--- config.mk ---
export PLATFORM = sky130hd
export DESIGN_NAME = instr_fetch_queue
export DESIGN_NICKNAME = d
export VERILOG_FILES = /design/src/rtl/instr_fetch_queue_pkg.sv /design/src/rtl/instr_fetch_queue_queue.sv /design/src/rtl/instr_fetch_queue.sv
export SDC_FILE = /design/constraint.sdc
export NUM_CORES = 1
export LEC_CHECK = 0
export CAP_MARGIN = 30
export CORE_UTILIZATION = 55
export DETAILED_ROUTE_END_ITERATION = 16
export PLACE_DENSITY = 0.79
export SYNTH_ARGS = -nofsm -noshare
export SYNTH_HDL_FRONTEND = slang
export SYNTH_HIERARCHICAL = 1
export SYNTH_SLANG_ARGS = --single-unit
--- constraint.sdc ---
create_clock -name CLK -period 3.8 [get_ports CLK]
set_clock_uncertainty 0.1 [all_clocks]
set_input_delay 0.76 -clock CLK [delete_from_list [all_inputs] [get_ports CLK]]
set_output_delay 0.76 -clock CLK [all_outputs]
set_load 0.05 [all_outputs]
--- src/rtl/instr_fetch_queue_pkg.sv ---
// Shared definitions for the instruction fetch queue: FSM state encodings,
// the queue entry layout and the fetch arithmetic constants.
package instr_fetch_queue_pkg;

  typedef enum logic [1:0] {
    FQ_RUN      = 2'd0,
    FQ_WAIT_ACK = 2'd1,
    FQ_DISCARD  = 2'd2
  } fq_state_t;

  typedef struct packed {
    logic [31:0] instr;
    logic [31:0] pc;
  } fq_entry_t;

  localparam logic [31:0] BUBBLE_WORD   = 32'h0000_0000;
  localparam logic [31:0] PC_INC        = 32'd4;
  localparam logic [31:0] PC_ALIGN_MASK = 32'h0000_0003;

endpackage

--- src/rtl/instr_fetch_queue_queue.sv ---
// Prefetch FIFO of {instr, pc} entries. Clear has priority over push/pop.
// Read data is the head entry, available combinationally from storage.
module instr_fetch_queue_queue
  import instr_fetch_queue_pkg::*;
#(
  parameter int unsigned DEPTH = 4
) (
  input  logic                     CLK,
  input  logic                     RESET,
  input  logic                     push,
  input  logic                     pop,
  input  logic                     clear,
  input  fq_entry_t                wr_data,
  output fq_entry_t                rd_data,
  output logic                     full,
  output logic                     empty,
  output logic [$clog2(DEPTH):0]   count
);

  localparam int AW = $clog2(DEPTH);
  localparam int CW = AW + 1;

  fq_entry_t       mem [DEPTH];
  logic [AW-1:0]   wr_ptr;
  logic [AW-1:0]   rd_ptr;

  assign rd_data = mem[rd_ptr];
  assign full    = (count == CW'(DEPTH));
  assign empty   = (count == '0);

  // storage write; entries need no reset since count gates their use
  always_ff @(posedge CLK) begin
    if (push && !clear) begin
      mem[wr_ptr] <= wr_data;
    end
  end

  // pointer and occupancy tracking; pointers wrap naturally at DEPTH
  always_ff @(posedge CLK or negedge RESET) begin
    if (!RESET) begin
      wr_ptr <= '0;
      rd_ptr <= '0;
      count  <= '0;
    end else if (clear) begin
      wr_ptr <= '0;
      rd_ptr <= '0;
      count  <= '0;
    end else begin
      if (push) wr_ptr <= wr_ptr + AW'(1);
      if (pop)  rd_ptr <= rd_ptr + AW'(1);
      count <= count + CW'(push) - CW'(pop);
    end
  end

endmodule

--- src/rtl/instr_fetch_queue.sv ---
// Instruction fetch front end: PC generation, single-outstanding memory
// request FSM, prefetch queue and the registered IF/ID outputs.
// Optional FETCH_TRACE_EN prints fetch activity in simulation only.
//
//  state       | meaning
//  FQ_RUN      | idle, issue a request when the queue has room
//  FQ_WAIT_ACK | request outstanding, Req/Addr held until Ack
//  FQ_DISCARD  | flushed while outstanding, drop the returning Ack
module instr_fetch_queue
  import instr_fetch_queue_pkg::*;
#(
  parameter logic [31:0] RESET_PC    = 32'h0040_0000,
  parameter int unsigned QUEUE_DEPTH = 4
) (
  input  logic        CLK,
  input  logic        RESET,
  input  logic        STALL,
  input  logic        FLUSH,
  input  logic [31:0] Alt_PC_IN,
  output logic [31:0] Instr_Addr_OUT,
  output logic        Instr_Req_OUT,
  input  logic        Instr_Ack_IN,
  input  logic [31:0] Instr_Data_IN,
  output logic [31:0] Instr1_OUT,
  output logic [31:0] Instr_PC_OUT,
  output logic [31:0] Instr_PC_Plus4,
  output logic        Instr_Valid_OUT
);

  localparam int CW = $clog2(QUEUE_DEPTH) + 1;

  fq_state_t       state;
  logic [31:0]     pc;
  logic            push;
  logic            pop;
  logic            q_full;
  logic            q_empty;
  logic [CW-1:0]   q_count;
  fq_entry_t       q_head;
  fq_entry_t       q_wr;
  logic            unused_full;

  // space is reserved at issue, so an accepted Ack can always be pushed
  assign push        = (state == FQ_WAIT_ACK) && Instr_Ack_IN && !FLUSH;
  assign pop         = !FLUSH && !STALL && !q_empty;
  assign q_wr        = '{instr: Instr_Data_IN, pc: Instr_Addr_OUT};
  assign unused_full = q_full;

  instr_fetch_queue_queue #(
    .DEPTH (QUEUE_DEPTH)
  ) u_queue (
    .CLK     (CLK),
    .RESET   (RESET),
    .push    (push),
    .pop     (pop),
    .clear   (FLUSH),
    .wr_data (q_wr),
    .rd_data (q_head),
    .full    (q_full),
    .empty   (q_empty),
    .count   (q_count)
  );

  // fetch FSM with registered request outputs; FLUSH overrides everything
  always_ff @(posedge CLK or negedge RESET) begin
    if (!RESET) begin
      state          <= FQ_RUN;
      pc             <= RESET_PC;
      Instr_Req_OUT  <= 1'b0;
      Instr_Addr_OUT <= 32'h0;
    end else if (FLUSH) begin
      pc            <= Alt_PC_IN & ~PC_ALIGN_MASK;
      Instr_Req_OUT <= 1'b0;
      state         <= ((state != FQ_RUN) && !Instr_Ack_IN) ? FQ_DISCARD : FQ_RUN;
    end else begin
      case (state)
        FQ_RUN: begin
          if (q_count < CW'(QUEUE_DEPTH)) begin
            Instr_Req_OUT  <= 1'b1;
            Instr_Addr_OUT <= pc;
            state          <= FQ_WAIT_ACK;
          end
        end
        FQ_WAIT_ACK: begin
          if (Instr_Ack_IN) begin
            pc            <= pc + PC_INC;
            Instr_Req_OUT <= 1'b0;
            state         <= FQ_RUN;
          end
        end
        FQ_DISCARD: begin
          if (Instr_Ack_IN) state <= FQ_RUN;
        end
        default: state <= FQ_RUN;
      endcase
    end
  end

  // IF/ID output register: flush bubbles, stall holds, otherwise pop head
  always_ff @(posedge CLK or negedge RESET) begin
    if (!RESET) begin
      Instr1_OUT      <= BUBBLE_WORD;
      Instr_PC_OUT    <= 32'h0;
      Instr_PC_Plus4  <= 32'h0;
      Instr_Valid_OUT <= 1'b0;
    end else if (FLUSH) begin
      Instr1_OUT      <= BUBBLE_WORD;
      Instr_PC_OUT    <= 32'h0;
      Instr_PC_Plus4  <= 32'h0;
      Instr_Valid_OUT <= 1'b0;
    end else if (!STALL) begin
      if (!q_empty) begin
        Instr1_OUT      <= q_head.instr;
        Instr_PC_OUT    <= q_head.pc;
        Instr_PC_Plus4  <= q_head.pc + PC_INC;
        Instr_Valid_OUT <= 1'b1;
      end else begin
        Instr1_OUT      <= BUBBLE_WORD;
        Instr_PC_OUT    <= 32'h0;
        Instr_PC_Plus4  <= 32'h0;
        Instr_Valid_OUT <= 1'b0;
      end
    end
  end

`ifdef FETCH_TRACE_EN
  // simulation-only activity trace
  always @(posedge CLK) begin
    if (RESET) begin
      if (!FLUSH && state == FQ_RUN && q_count < CW'(QUEUE_DEPTH))
        $display("Fetch req @%x", pc);
      if (push)
        $display("Fetch ack @%x data %x", Instr_Addr_OUT, Instr_Data_IN);
      if (pop)
        $display("Fetch deliver @%x instr %x", q_head.pc, q_head.instr);
      if (FLUSH)
        $display("Fetch flush -> %x", Alt_PC_IN & ~PC_ALIGN_MASK);
      if (STALL && !FLUSH)
        $display("Fetch stall");
    end
  end
`endif

endmodule
; Word level (Yosys, flattened, before mapping)
; Memory sizes are Yosys's and may differ from the RTL's.
; Index checks and enable logic that the tools add are counted.
[totals]
reg_bits = 171
input_bits = 69
word_cells = 80
mem_bits_rw = 256
mem_count = 1
output_inout_bits = 130
[mem_list]
columns = name, words, word_bits, rd, rd_clocked_by_memory_dff, wr, line_no
row1 = u_queue.mem, 4, 64, 1, 0, 1, instr_fetch_queue_queue.sv:23  ; fq_entry_t mem [DEPTH];
[classes]
bitwise_logic = 1
n_reduce_logical = 23
n_eq_ne = 6
n_lt_le_gt_ge = 1
n_addsub = 6
mux = 31
[op_table]
columns = cell, n
row1 = 32-bit two-way mux, 12
row2 = "32-bit by 3-bit adder with 32-bit output, second input constant", 2
row3 = 2-bit two-way mux, 8
row4 = 2-bit nonzero test, 5
row5 = 1-bit two-way mux, 8
row6 = 1-bit logical AND, 6
row7 = "3-bit != test, second input constant", 2
row8 = 3-bit AND reduction, 2
row9 = "2-bit by 1-bit adder with 2-bit output, second input constant", 2
row10 = 1-bit zero test, 4
row11 = 2-bit one-hot mux with 2 select lines, 1
row12 = 2-bit AND reduction, 2
row13 = 3-bit by 1-bit adder with 3-bit output, 1
row14 = 3-bit zero test, 1
row15 = "3-bit < comparator, second input constant", 1
row16 = 3-bit two-way mux, 1
row17 = "3-bit by 1-bit != test with 1-bit output, second input constant", 1
row18 = 3-bit nonzero test, 1
row19 = 3-bit by 1-bit subtractor with 3-bit output, 1
row20 = "2-bit by 1-bit == test with 1-bit output, second input constant", 1
row21 = "2-bit == test, second input constant", 1
row22 = 2-bit zero test, 1
row23 = "2-bit by 1-bit != test with 1-bit output, second input constant", 1
row24 = 1-bit one-hot mux with 2 select lines, 1
row25 = other kinds (2), 2

; Longest topological paths before layout
[logic_depth]
ltp_word = 6
ltp_mapped = 11
ltp_nobuf = 10

; Modules after synthesis
; The synthesis kept the hierarchy.
[modules_own_cells]
columns = mod, cells_each, area_per_inst_um2, seq_area_each_um2, n_inst
row1 = instr_fetch_queue_queue, 374, 9700.6, 7862.5, 1
row2 = instr_fetch_queue, 608, 6999.2, 3955.0, 1

; Least setup slack after synthesis
; Ideal clock, no wire load.
[synth_path]
kind = input -> register
from = in FLUSH
to = mem u_queue/mem[0][0] (netlist name), enable pin
arrival_time_ns = 3.144
path_slack_ns = 0.127
path_buffers = 2
stages = 5
cell_sequence = clkbuf_1 clkbuf_1 nor2_1 nor2b_1 and2_1
[synth_via]
elab_chain_cells = 5
[synth_lines]
columns = element, line_no
row1 = from (decl), instr_fetch_queue.sv:18  ; input logic FLUSH,
row2 = 1-bit zero test, instr_fetch_queue.sv:44  ; assign push = (state == FQ_WAIT_ACK) && Instr_Ack_IN && !FLUSH;
row3 = 1-bit logical AND, instr_fetch_queue.sv:44
row4 = via push, instr_fetch_queue.sv:34  ; logic push;
row5 = 1-bit logical AND, instr_fetch_queue_queue.sv:33  ; if (push && !clear) begin
row6 = 1-bit two-way mux, instr_fetch_queue_queue.sv:33
row7 = 1-bit two-way mux (implied by the code), instr_fetch_queue_queue.sv:34  ; mem[wr_ptr] <= wr_data;
row8 = to (decl), instr_fetch_queue_queue.sv:23
; The timed path passes the listed nets, and every way through them passes these cells.

==> metrics.md <==
| Metric | Value |
|---|---|
| Largest net degree at the start of global routing | `90` |
| Overall power | `roughly 13 mW` |
| Setup-failing EPs final | `0` |
| Final Max Tran Viols | `0` |
| Power Dens Cells | `655 nW/um^2` |
| Gr ovfl total | `0` |
| Kind of end point of the critical path | `flop` |
| WS Path Type | `reg -> reg` |
| Initial DRC count | `695` |
| Num Clock Sinks | `421` |
| Synth Instances | `between 900 and 1000` |
| First-pass GRT wire length | `between 50000 and 60000 um` |
| CTS tree | `built` |
| Worst slew margin | `0.408` |
| Setup TNS | `0 ns` |
| DRC viols | `0` |
| Core Rows | `between 60 and 70` |
| First-pass DRT Iterations | `5` |
| Share of layout cells above drive strength 1 | `0.176` |
| CP Max Fanout | `25` |
| Sw Ratio | `0.314` |
| Cell leakage power | `7.38 nW` |
| WL/cell | `roughly 22 um` |
| DRT Wirelength | `34900 um` |
| Die width | `roughly 180 um` |
| Die footprint | `31100 um^2` |
| DP HPWL | `approximately 22000 um` |
| Crit path launch type | `flop` |
| Sequential share of power | `0.448` |
| Vias | `9391` |
| Initial core utilization | `0.562` |
| R2R setup slack | `0.85 ns` |
| Switching pwr | `4.22 mW` |
| Run status | `complete, no violations` |
| Clock slew at reported path FFs | `0.06 ns` |
| Final hold slack | `0.222 ns` |
| Fmax | `0.339 GHz` |
| Die H | `176 um` |
| H-tree levels | `2` |
| GRT Total Usage | `0.234` |
| IO Count | `around 200` |
| Syn-to-layout area delta | `23.1%` |
| Crit path DAT | `3.27 ns` |
| Reg area | `11800 um^2` |
| Worst Tran Pin Value | `0.888 ns` |
| Layout Nets | `1273` |
| RSZ-0062 raised after global routing | `no` |
| Clock share of power | `0.310` |
| Cell-internal power | `9.24 mW` |
| Critical Path RT | `4.12 ns` |
| Max-capacitance violation count | `0` |
| Worst Slack Setup Final | `0.851 ns` |
| Final Util | `0.691` |
| Combinational share of power | `0.241` |
| Root Buffer | `clkbuf_16` |
| Vias in the first global route | `9567` |
| CTS max path bufs | `3` |
| Post-CTS setup buffers | `0` |
| Hold Path Class | `in -> async` |
| Peak VDD IR | `roughly 440 uV` |
| YS warnings | `6` |
| Antenna-violating nets left | `0` |
| Reg-to-reg startpoint | `u_queue/rd_ptr[0]` |
| Resize count post-CTS | `0` |
| Synthesized area | `16700 um^2` |
| Hold Buf Count CTS | `0` |
| FF-to-FF path depth | `7` |
| Clock Latency Late Sink | `0.53 ns` |
| Fill cells | `between 1500 and 2000` |
| # diodes | `0` |
| GP Congestion | `0.825` |
| Core ar. | `29700 um^2` |
| Via/cell ratio | `5.81` |
| Area occupied by multi-input gates | `4550 um^2` |
| Mean Syn Cell Area | `between 15 and 20 um^2` |
| Post-layout minimum cycle time | `2.95 ns` |
| Initial antenna violation count | `0` |
| Total CTS buffers | `42` |
| R2R Path End | `Instr_PC_Plus4[23]` |
| Final hold violations | `0` |
| Place WS | `around 0.57 ns` |
| Crit share post-route | `0.776` |
| Port Buffers | `just under 200` |
metrics by stage:
stage | area, um^2 | std cells
final | 20500 | 1616
after global routing | 20500 | 1616
after CTS | 20500 | 1616
after detailed placement | 19100 | 1539
after global placement | 19100 | 1539
after floorplan | 16700 | 990
cells in the final DEF (no fill, tap or decap), drive strengths merged, types with 31 or more instances in the layout:
cell type      instances
mux4                  64
mux2                  35
xnor2                 31
dfrtp                164
clkdlybuf4s50        192
o21ai                 54
clkbuf                53
edfxtp               256
a22o                  66
nand2                 77
layout make-up:
class,instances,share of cell area
Sequential cell,421,0.575
Multi-Input combinational cell,500,0.221
Timing Repair Buffer,216,0.109
Clock buffer,53,0.0547
Tap cell,390,0.0237
Clock inverter,24,0.0135
Inverter,12,0.00219
flip-flops by register name (all words and copies together), names as in the netlist:
register / flops
Instr_Addr_OUT: 30
Instr_PC_Plus4: 30
Instr_Valid_OUT: 1
u_queue/wr_ptr: 2
u_queue/rd_ptr: 2
Instr_Req_OUT: 1
u_queue/count: 3
u_queue/mem: 256
Instr1_OUT: 32
state: 2
pc: 30
Instr_PC_OUT: 32
power by group through the flow:
stage | Clock [mW] | Sequential [mW] | Combinational [mW]
detailed placement | 0 | 6.12 | 3.26
global placement | 0 | 6.09 | 3.22
finish | 4.18 | 6.04 | 3.25
floorplan | 0 | 7.00 | 1.17
global route | 4.42 | 6.11 | 3.43
CTS | 4.25 | 6.04 | 3.28
worst max path at each step:
stage / from / slack (ns) / to
floorplan: FLUSH / 0.13 / u_queue/mem[0][0]
global placement: Instr_Ack_IN / 0.61 / u_queue/mem[2][16]
detailed placement: Instr_Ack_IN / 0.57 / u_queue/mem[2][12]
CTS: u_queue/rd_ptr[0] / 0.81 / Instr_PC_Plus4[23]
global route: u_queue/rd_ptr[0] / 0.65 / Instr_PC_Plus4[23]
finish: u_queue/rd_ptr[0] / 0.85 / Instr_PC_Plus4[23]
worst max-delay path: stages, from the launching register on:
cell and delay, ns:
dfrtp_4 0.73, buf_4 0.38, mux4_2 0.39, nand4_2 0.19, nor4_2 0.54, nand3_1 0.17, xnor2_1 0.15, a22o_1 0.17
layer usage:
layer | vias to the layer above | share of wire | global-route usage | wire [um]
li1 | 4172 | - | - | -
met1 | 4803 | 0.43 | 0.341 | 15000
met2 | 360 | 0.48 | 0.369 | 16900
met3 | 56 | 0.060 | 0.0349 | 2100
met4 | 0 | 0.027 | 0.0736 | 926
met5 | - | 0 | 0 | 0
No activity file was read; power rests on OpenSTA's default activity.
